<file path="config.mk">
export PLATFORM = sky130hd
export DESIGN_NAME = rsa_encrypt_core
export DESIGN_NICKNAME = d
export VERILOG_FILES = /design/src/rtl/rsa_pkg.sv /design/src/rtl/mod_mul_serial.sv /design/src/rtl/rsa_encrypt_core.sv
export SDC_FILE = /design/constraint.sdc
export NUM_CORES = 1
export LEC_CHECK = 0
export ABC_AREA = 0
export BUFFER_PORTS_ARGS = -buffer_cell sky130_fd_sc_hd__buf_2
export CAP_MARGIN = 25
export CORE_MARGIN = 3
export CORE_UTILIZATION = 35
export CTS_BUF_LIST = sky130_fd_sc_hd__clkbuf_8
export DETAILED_ROUTE_END_ITERATION = 16
export GPL_ROUTABILITY_DRIVEN = 0
export PLACE_DENSITY = 0.5
export SLEW_MARGIN = 15
export SYNTH_ARGS = -nofsm -noshare
export SYNTH_HDL_FRONTEND = slang
export SYNTH_SLANG_ARGS = --single-unit
</file>
<file path="constraint.sdc">
create_clock -name clk -period 12.17 [get_ports clk]
set_input_delay 1.8255 -clock clk [delete_from_list [all_inputs] [get_ports clk]]
set_output_delay 1.8255 -clock clk [all_outputs]
set_load 0.1 [all_outputs]
</file>
<file path="src/rtl/rsa_pkg.sv">
// Shared constants and FSM state type for the RSA encrypt datapath.
package rsa_pkg;

  localparam int RSA_WIDTH   = 32;
  // Start-sample edge to done-rise, in clock cycles.
  localparam int RSA_ENC_LAT = 2*RSA_WIDTH*(RSA_WIDTH+1)+2;

  typedef enum logic [2:0] {
    IDLE,
    LOAD,
    SQR,
    MUL,
    DONE
  } rsa_state_e;

endpackage

</file>
<file path="src/rtl/mod_mul_serial.sv">
// Bit-serial modular multiplier: p = a*b mod n, MSB-first interleaved
// shift-add with two conditional subtractions per step. The go edge already
// performs the first step, so rdy pulses WIDTH cycles after go.
// Requires a, b < n; the partial remainder stays < n throughout.
import rsa_pkg::*;

module mod_mul_serial #(
  parameter int WIDTH = RSA_WIDTH
) (
  input  logic             clk,
  input  logic             rst_n,
  input  logic             go,
  input  logic [WIDTH-1:0] a,
  input  logic [WIDTH-1:0] b,
  input  logic [WIDTH-1:0] n,
  output logic             rdy,
  output logic [WIDTH-1:0] p
);

  localparam int CW = $clog2(WIDTH);

  logic [WIDTH-1:0] r_acc;
  logic [WIDTH-1:0] r_a;
  logic [WIDTH-1:0] r_b;
  logic [WIDTH-1:0] r_n;
  logic [CW-1:0]    r_cnt;
  logic             r_run;
  logic             r_rdy;

  logic [WIDTH-1:0] w_r_in;
  logic             w_bit;
  logic [WIDTH-1:0] w_add;
  logic [WIDTH-1:0] w_mod;
  logic [WIDTH+1:0] w_t0;
  logic [WIDTH+1:0] w_t1;
  logic [WIDTH-1:0] w_next;

  // One shift-add-reduce step; on go it starts from zero using the live operands.
  always_comb begin
    w_r_in = go ? '0 : r_acc;
    w_bit  = go ? b[WIDTH-1] : r_b[WIDTH-1];
    w_add  = go ? a : r_a;
    w_mod  = go ? n : r_n;
    w_t0   = {1'b0, w_r_in, 1'b0} + (w_bit ? {2'b00, w_add} : '0);
    w_t1   = (w_t0 >= {2'b00, w_mod}) ? w_t0 - {2'b00, w_mod} : w_t0;
    w_next = (w_t1 >= {2'b00, w_mod}) ? WIDTH'(w_t1 - {2'b00, w_mod})
                                      : WIDTH'(w_t1);
  end

  // Iteration control: down-counter of remaining steps, rdy on terminal count.
  always_ff @(posedge clk or negedge rst_n) begin
    if (!rst_n) begin
      r_acc <= '0;
      r_a   <= '0;
      r_b   <= '0;
      r_n   <= '0;
      r_cnt <= '0;
      r_run <= 1'b0;
      r_rdy <= 1'b0;
    end else if (go) begin
      r_acc <= w_next;
      r_a   <= a;
      r_b   <= b << 1;
      r_n   <= n;
      r_cnt <= CW'(WIDTH-1);
      r_run <= 1'b1;
      r_rdy <= 1'b0;
    end else if (r_run) begin
      r_acc <= w_next;
      r_b   <= r_b << 1;
      r_cnt <= r_cnt - CW'(1);
      if (r_cnt == CW'(1)) begin
        r_run <= 1'b0;
        r_rdy <= 1'b1;
      end
    end else begin
      r_rdy <= 1'b0;
    end
  end

  assign rdy = r_rdy;
  assign p   = r_acc;

endmodule

</file>
<file path="src/rtl/rsa_encrypt_core.sv">
// RSA public-key operation: result = msg^e mod n, constant-time left-to-right
// square-and-multiply over all WIDTH exponent bits using one shared
// mod_mul_serial. Optional operand range check under RSA_ENC_RANGE_CHECK_EN.
import rsa_pkg::*;

module rsa_encrypt_core #(
  parameter int WIDTH = RSA_WIDTH
) (
  input  logic             clk,
  input  logic             rst_n,
  input  logic             start,
  input  logic [WIDTH-1:0] msg,
  input  logic [WIDTH-1:0] e,
  input  logic [WIDTH-1:0] n,
  output logic             busy,
  output logic             done,
  output logic [WIDTH-1:0] result,
  output logic             err
);

  localparam int KW = $clog2(WIDTH);

  rsa_state_e       r_state;
  logic [WIDTH-1:0] r_msg;
  logic [WIDTH-1:0] r_e;
  logic [WIDTH-1:0] r_n;
  logic [WIDTH-1:0] r_acc;
  logic [KW-1:0]    r_k;
  logic             r_go;
  logic [WIDTH-1:0] r_ma;
  logic [WIDTH-1:0] r_mb;
  logic             r_busy;
  logic             r_done;
  logic [WIDTH-1:0] r_result;
`ifdef RSA_ENC_RANGE_CHECK_EN
  logic             r_err;
`endif

  logic             w_rdy;
  logic [WIDTH-1:0] w_p;
  logic [WIDTH-1:0] w_acc_next;

  mod_mul_serial #(.WIDTH(WIDTH)) u_mul (
    .clk   (clk),
    .rst_n (rst_n),
    .go    (r_go),
    .a     (r_ma),
    .b     (r_mb),
    .n     (r_n),
    .rdy   (w_rdy),
    .p     (w_p)
  );

  // MUL always runs; the exponent bit only decides whether its product is kept.
  assign w_acc_next = r_e[r_k] ? w_p : r_acc;

  // Sequencer: operand latch, square/multiply alternation, result hand-off.
  always_ff @(posedge clk or negedge rst_n) begin
    if (!rst_n) begin
      r_state  <= IDLE;
      r_msg    <= '0;
      r_e      <= '0;
      r_n      <= '0;
      r_acc    <= '0;
      r_k      <= '0;
      r_go     <= 1'b0;
      r_ma     <= '0;
      r_mb     <= '0;
      r_busy   <= 1'b0;
      r_done   <= 1'b0;
      r_result <= '0;
`ifdef RSA_ENC_RANGE_CHECK_EN
      r_err    <= 1'b0;
`endif
    end else begin
      r_go <= 1'b0;
      case (r_state)
        IDLE: begin
          if (start) begin
            r_msg   <= msg;
            r_e     <= e;
            r_n     <= n;
            r_busy  <= 1'b1;
            r_state <= LOAD;
`ifdef RSA_ENC_RANGE_CHECK_EN
            r_err   <= 1'b0;
`endif
          end
        end
        LOAD: begin
          r_acc   <= WIDTH'(1);
          r_k     <= KW'(WIDTH-1);
          r_state <= SQR;
`ifdef RSA_ENC_RANGE_CHECK_EN
          if ((r_msg >= r_n) || (r_n < WIDTH'(2))) begin
            r_err <= 1'b1;
          end else begin
            r_go <= 1'b1;
            r_ma <= WIDTH'(1);
            r_mb <= WIDTH'(1);
          end
`else
          r_go    <= 1'b1;
          r_ma    <= WIDTH'(1);
          r_mb    <= WIDTH'(1);
`endif
        end
        SQR: begin
`ifdef RSA_ENC_RANGE_CHECK_EN
          if (r_err) begin
            r_state <= DONE;
          end else
`endif
          if (w_rdy) begin
            r_acc   <= w_p;
            r_ma    <= w_p;
            r_mb    <= r_msg;
            r_go    <= 1'b1;
            r_state <= MUL;
          end
        end
        MUL: begin
          if (w_rdy) begin
            r_acc <= w_acc_next;
            if (r_k == '0) begin
              r_state <= DONE;
            end else begin
              r_k     <= r_k - KW'(1);
              r_ma    <= w_acc_next;
              r_mb    <= w_acc_next;
              r_go    <= 1'b1;
              r_state <= SQR;
            end
          end
        end
        DONE: begin
          // First cycle publishes the result; second cycle (done high) returns
          // to IDLE, so a start coinciding with done is not accepted.
          if (!r_done) begin
            r_done   <= 1'b1;
            r_busy   <= 1'b0;
`ifdef RSA_ENC_RANGE_CHECK_EN
            r_result <= r_err ? '0 : r_acc;
`else
            r_result <= r_acc;
`endif
          end else begin
            r_done  <= 1'b0;
            r_state <= IDLE;
          end
        end
        default: r_state <= IDLE;
      endcase
    end
  end

  assign busy   = r_busy;
  assign done   = r_done;
  assign result = r_result;
`ifdef RSA_ENC_RANGE_CHECK_EN
  assign err    = r_err;
`else
  assign err    = 1'b0;
`endif

endmodule

</file>
Yosys cells after proc, flatten, opt, wreduce, memory -nomap -nowiden
Index checks and enable logic that the tools add are counted.

word-level totals
  flip-flop bits (word level) = 370
  latch bits = 0
  memory bits (writable) = 0
  ROM bits = 0
  bits of input ports = 99
  output and inout bits = 35
  memories kept = 0

operators by class
  add/subtract/negate cells = 5
  multiply operators = 0
  div/mod/pow operators = 0
  order comparisons = 3
  eq/ne operators = 12
  shift-type cells = 0
  muxes and demuxes = 47
  bitwise operators = 1
  reductions and logical operators = 13

operators by type and width
  operator               count
  $mux W32               15
  $pmux W32 S3           3
  $ge A34 B32 Y1         2
  $add A33 B34 Y34       1
  $mux W34               1
  $sub A34 B32 Y34       1
  $sub A32 B32 Y32       1
  $mux W5                4
  $mux W3                5
  $pmux W3 S5            1
  $mux W1                14
  $pmux W5 S2            1
  $sub A5 B1 Y5 const B  2
  $reduce_and A3 Y1      3
  $ne A2 B2 Y1 const B   4
  $reduce_and A4 Y1      2
  $eq A3 B2 Y1 const B   2
  $lt A5 B6 Y1 const B   1
  $reduce_bool A2 Y1     3
  $bmux W1 S5            1
  $eq A5 B1 Y1 const B   1
  $logic_not A5 Y1       1
  $ne A2 B1 Y1 const B   2
  $reduce_and A2 Y1      2
  8 further kinds        8

Depth between registers and ports, before layout
  depth after elaboration = 9
  mapped depth = 40
  gate-level depth less buffers = 35

Modules after synthesis
From an unflattened synthesis, not the netlist that was laid out.

second synthesis, totals
  cells, all modules = 2156
  area total of the unflattened synthesis = 21617.0 µm²

modules (own cells, without submodules)
  module            times used  cells an instance  area an instance (µm²)  sequential area each (µm²)
  mod_mul_serial    1           1348               11751.3                 3353.2
  rsa_encrypt_core  1           808                9865.7                  5880.6

Least setup slack after synthesis
No wires, ideal clock.

  kind = register to register
  from = reg r_go
  to = reg u_mul.r_acc[30], in the netlist u_mul.p[30]
  arrival time = 8.550 ns
  slack = 3.494 ns
  cell stages (with the launch flop) = 39
  path buffers = 6
  clock period less this slack = 8.676 ns
  cell sequence = dfrtp_1 -> clkbuf_1 -> buf_1 -> clkbuf_1 -> nand2b_1 -> inv_1 -> ha_1 -> a211oi_1 -> nor2_1 -> o21ai_1 -> o21ai_2 -> a32oi_2 -> inv_1 -> a211oi_1 -> xnor2_1 -> ha_1 -> and3_1 -> nand2_1 -> (+3 left out) -> o21ai_1 -> or3b_1 -> buf_6 -> buf_2 -> mux2_2 -> ha_1 -> a211oi_1 -> nor2_1 -> or4_1 -> a21oi_2 -> a311oi_1 -> a211oi_1 -> nor4_1 -> o22ai_1 -> o2111ai_2 -> buf_4 -> and3_1 -> a221o_1

between the ends
  longest elaborated chain between the ends = 9
  elaborated cells between the ends (all ways) = 15

ends and longest elaborated chain
  item                                                RTL line                                    RTL
  start, declared                                     rsa_encrypt_core.sv:29                      logic r_go;
  start signal, assigned                              rsa_encrypt_core.sv:66                      r_go <= 1'b0;
  start signal, assigned                              rsa_encrypt_core.sv:76                      r_go <= 1'b0;
  start signal, assigned                              rsa_encrypt_core.sv:103                     r_go <= 1'b1;
  $mux W32 or $mux W1 (tied branches)                 mod_mul_serial.sv:42, mod_mul_serial.sv:41
  $mux W32                                            mod_mul_serial.sv:44                        w_t0 = {1'b0, w_r_in, 1'b0} + (w_bit ? {2'b00, w_add} : '0);
  $add A33 B34 Y34                                    mod_mul_serial.sv:44
  $sub A34 B32 Y34 or $ge A34 B32 Y1 (tied branches)  mod_mul_serial.sv:45                        w_t1 = (w_t0 >= {2'b00, w_mod}) ? w_t0 - {2'b00, w_mod} : w_t0;
  $mux W34                                            mod_mul_serial.sv:45
  $sub A32 B32 Y32 or $ge A34 B32 Y1 (tied branches)  mod_mul_serial.sv:46                        w_next = (w_t1 >= {2'b00, w_mod}) ? WIDTH'(w_t1 - {2'b00, w_mod})
  $mux W32                                            mod_mul_serial.sv:46
  $mux W32                                            mod_mul_serial.sv:68                        end else if (r_run) begin
  $mux W32                                            mod_mul_serial.sv:60                        end else if (go) begin
  end signal, assigned                                mod_mul_serial.sv:61                        r_acc <= w_next;
  end signal, assigned                                mod_mul_serial.sv:69                        r_acc <= w_next;
  end, declared                                       mod_mul_serial.sv:22                        logic [WIDTH-1:0] r_acc;

Parallel ways exist; a longest one is shown, timed or not. The select of a mux whose other input is x is not followed.
A chain may end at the register's enable or synchronous reset.

Worst setup path in the final report
  from = reg r_go
  to = reg u_mul.r_acc[30], in the netlist u_mul.p[30]

between the ends
  longest elaborated chain between the ends = 9
  elaborated cells between the ends (all ways) = 15

ends and longest elaborated chain
  item                                                RTL line              RTL
  $mux W32 (*)                                        mod_mul_serial.sv:42  w_add = go ? a : r_a;
  via u_mul.w_add[6]                                  mod_mul_serial.sv:32  logic [WIDTH-1:0] w_add;
  $mux W32 (*)                                        mod_mul_serial.sv:44
  $add A33 B34 Y34 (*)                                mod_mul_serial.sv:44
  $sub A34 B32 Y34 or $ge A34 B32 Y1 (tied branches)  mod_mul_serial.sv:45
  $mux W34 (*)                                        mod_mul_serial.sv:45
  $sub A32 B32 Y32 or $ge A34 B32 Y1 (tied branches)  mod_mul_serial.sv:46
  $mux W32 (*)                                        mod_mul_serial.sv:46
  $mux W32                                            mod_mul_serial.sv:68
  $mux W32 (*)                                        mod_mul_serial.sv:60

Mark *: on every way through the listed nets, which the timed path passes. The rest lies on a longest branch. The select of a mux whose other input is x is not followed.

==> results by group <==
Critical path
  • CP endpoint kind: flop
  • CP Buf/Inv Count: 2
  • CP arrival: 10.60 ns
  • Startpoint Class: flop
  • Crit-path slowest cell: o311ai_0
  • Crit path max fanout: 37
  • Critical path class: reg -> reg
  • Crit path required time: 12.69 ns
  • Crit path max-delay family: compound AO/OA/AOI/OAI gates
  • Worst path max stage delay: ~0.87 ns

Finish
  • Sequential cell area: 9240 sq um
  • Synthesis-to-layout area growth: 14.1%
  • Nets: 2390
  • Fill count: 5828
  • Finished Layout Cells: 3014
  • Layout cell share with drive strength beyond 1: 0.217
  • Final Util: 0.404
  • Post-route design area: 24000 sq um
  • Area of the multi-input gates: ~11000 sq um

Hold path
  • Worst hold path type: reg -> reg

Synthesis
  • Mean Syn Cell Area: approximately 10 sq um
  • Synth Warn #: 0
  • FF+latch count, synth: 369
  • Seq/Total Area, Yosys: 0.440
  • Post-Syn Instances: roughly 2.1k
  • Yosys top cell by area: dfrtp_1
  • Post-Synth XOR/XNOR Area: 0.0379
  • Largest family of logic cells by synthesized area: multiplexers
  • Mux share of post-synthesis cell area: 0.171
  • Top FF cell, synth: dfrtp_1
  • Top cell type's share of synthesized area: 0.440
  • Distinct cell type count after synthesis: 79
  • Largest cells by area after synthesis: dfrtp_1 (44%), mux2_2 (10%), ha_1 (5.9%), mux2i_1 (5.6%), a21oi_1 (4.8%)
  • Mapped cell area: 21000 sq um
  • Number of synthesized flops with an enable pin: 0
  • Asr flop ratio synth: 1.00
  • Synth Area in Simple Gates: 0.116
  • Syn Nets: 2266
  • Synth Area in Compound Gates: 0.142
  • Adder-Cell Fraction of Synth Area: 0.0618

Floorplanning
  • Die area: approximately 63000 sq um
  • Die Width: 251 um
  • FP Rows: 89
  • Initial core utilization: 0.354
  • DIE HEIGHT: 251 um
  • Core region area: a little under 60000 sq um
  • I/O pins: 134

Clock network
  • Reg clk slew, reported paths: 0.06 ns
  • CTS tree: done
  • Setup bufs post-CTS: 0
  • Post-CTS sizing: 0
  • Clk Latency, worst-skew pair: 0.65 ns
  • CTS Buf Count: 72
  • CTS Buffer Depth: 3
  • CTS sink count: 369
  • Root buffer cell: clkbuf_8
  • CTS Hold Buffers Added: 0
  • Htree depth: 3

GRT
  • Largest net degree at the start of global routing: 108
  • Vias in the first global route: 15.6k
  • Antenna violations before repair: 0
  • Tot GR Track Use: 0.172
  • First-pass GRT wire length: 86.8 mm
  • Congestion Overflow GR: 0

Route
  • Vias: approximately 16k
  • Routed wire length per instance: 18.0 um
  • DRC viols: 0
  • DRT iter0 DRCs: 927
  • DR vias/cell: approximately 5.2
  • Final WL: 54.4 mm
  • Post-DRT Antenna Nets: 0
  • Initial DRT Pass Iterations: 5

Placement
  • Placed cell areas: 22400 sq um
  • Port Buffers: between 100 and 150
  • HPWL Detailed: 39.8 mm
  • Placed insts: 2887

Flow run
  • Max-capacitance violation count: 0

STA
  • Setup-failing EPs final: 0
  • Hold Vio Cnt, Final: 0
  • Tightest Pin Transition: between 0.9 and 1 ns
  • Max-slew violations: 0
  • Final TNS setup: 0 ns
  • Tmin final: 10.08 ns
  • Unrepaired setup endpoints after global routing: no
  • Slew Limit Headroom: 0.368
  • Fmax: 99.2 MHz
  • Clock Skew: 0.0323 ns
  • Fin crit share: 0.828

Outcome
  • Status: complete, no violations
cell families (layout without fill, tap and decap cells):
family | after synthesis | count (layout)
DFF | 369 | 369
adders and majority gates | 102 | 102
muxes | 320 | 320
buffers and inverters | 167 | 342
other | 1 | 2
xor gates and xnor gates | 90 | 90
AOI/OAI and AO/OA | 498 | 498
and+or+nand+nor | 518 | 518
stage by stage:
| step | hold WS, ns | worst slack (ns) |
|---|---|---|
| floorplan | 0.444 | 3.49 |
| detailed placement | 0.467 | 2.20 |
| global route | 0.497 | 1.26 |
| finish | 0.473 | 2.09 |
| CTS | 0.475 | 2.14 |
| global placement | 0.462 | 2.35 |
path summary, 6_finish.rpt:
| path | from | cells after the start | slack (ns) | endpoint |
|---|---|---|---|---|
| setup / recovery | r_go$_DFF_PN0_ | 34 | 2.09 | u_mul.p[30]$_DFFE_PN0P_ |
| hold / removal | r_mb[11]$_DFFE_PN0P_ | 2 | 0.47 | u_mul.r_b[12]$_DFFE_PN0P_ |
| setup reg to reg | r_go$_DFF_PN0_ | 34 | 2.09 | u_mul.p[30]$_DFFE_PN0P_ |
| hold reg to reg | r_mb[11]$_DFFE_PN0P_ | 2 | 0.47 | u_mul.r_b[12]$_DFFE_PN0P_ |
| max in group asynchronous | rst_n | 3 | 8.71 | u_mul.r_run$_DFF_PN0_ |
| min in group asynchronous | rst_n | 1 | 1.25 | r_n[9]$_DFFE_PN0P_ |
sequential cells by signal, indices dropped and copies added (netlist names):
signal and flops:
busy 1, done 1, r_acc 32, r_e 32
r_go 1, r_k 5, r_ma 32, r_mb 32
r_msg 32, r_n 32, r_state 3, result 32
u_mul.p 32, u_mul.r_a 32, u_mul.r_b 31, u_mul.r_cnt 5
u_mul.r_n 32, u_mul.r_run 1, u_mul.rdy 1
metal layers:
| layer | global-route usage | vias up | part of all wire |
|---|---|---|---|
| met3 | 0.0301 | 100 | 0.036 |
| met5 | 0 | - | 0 |
| met1 | 0.251 | 7547 | 0.51 |
| met2 | 0.262 | 294 | 0.44 |
| met4 | 0.0484 | 0 | 0.021 |
| li1 | - | 7618 | - |
area by class of cell:
| class | instances | area share |
|---|---|---|
| multi-input cells | 1529 | 0.466 |
| flip-flops and latches | 369 | 0.386 |
| clock buffers | 88 | 0.0506 |
| well taps | 773 | 0.0404 |
| repair buffers | 153 | 0.0359 |
| clock inverters | 37 | 0.0117 |
| inverters | 64 | 0.0100 |
| diodes | 1 | 0.000104 |
worst reg2reg max path: cells and delay by family (launching register included):
| family | cells | cell delay (ns) |
|---|---|---|
| compound gates | 19 | 4.47 |
| mux | 2 | 0.80 |
| simple gates | 7 | 1.66 |
| flops | 1 | 0.60 |
| buf+inv | 2 | 0.92 |
| fa+ha+maj | 4 | 1.48 |
cell usage after synthesis (4+ instances only):
library cell	n
mux2_4	4
xnor2_1	65
nor2_1	165
or2_2	5
a221o_1	9
nor3_1	20
and3_1	13
buf_2	5
mux2i_1	118
nand2_1	155
ha_1	99
nand4_1	10
nand3_1	20
a21o_1	36
nor2b_1	75
o21a_1	16
mux2_2	188
a211oi_1	14
mux4_2	10
nand2b_1	23
a311oi_1	4
a31oi_1	11
or3_1	7
o211ai_1	4
dfrtp_1	369
and2_1	4
a21oi_1	202
nor4_1	5
o31ai_1	4
o41ai_1	4
inv_1	64
o21bai_1	7
buf_1	8
buf_4	4
xor2_1	24
o21ai_0	141
a211o_1	5
clkbuf_1	82
placed cells by master (no fill, tap or decap), types with 7 or more instances in the layout:
cell / instances
a211oi_1: 14
a21o_1: 36
a21oi_1: 201
a221o_1: 9
a31oi_1: 11
and3_1: 13
buf_2: 131
buf_4: 19
clkbuf_8: 88
dfrtp_1: 367
ha_1: 99
inv_1: 87
mux2_2: 188
mux2i_1: 116
mux4_2: 10
nand2_1: 155
nand2b_1: 23
nand3_1: 20
nand4_1: 10
nor2_1: 164
nor2b_1: 75
nor3_1: 20
o21a_1: 16
o21ai_0: 141
o21bai_1: 7
or3_1: 7
xnor2_1: 65
xor2_1: 24
Power is not shown: default switching activity piles up to over one toggle a cycle in this logic, so the estimate is an artifact.
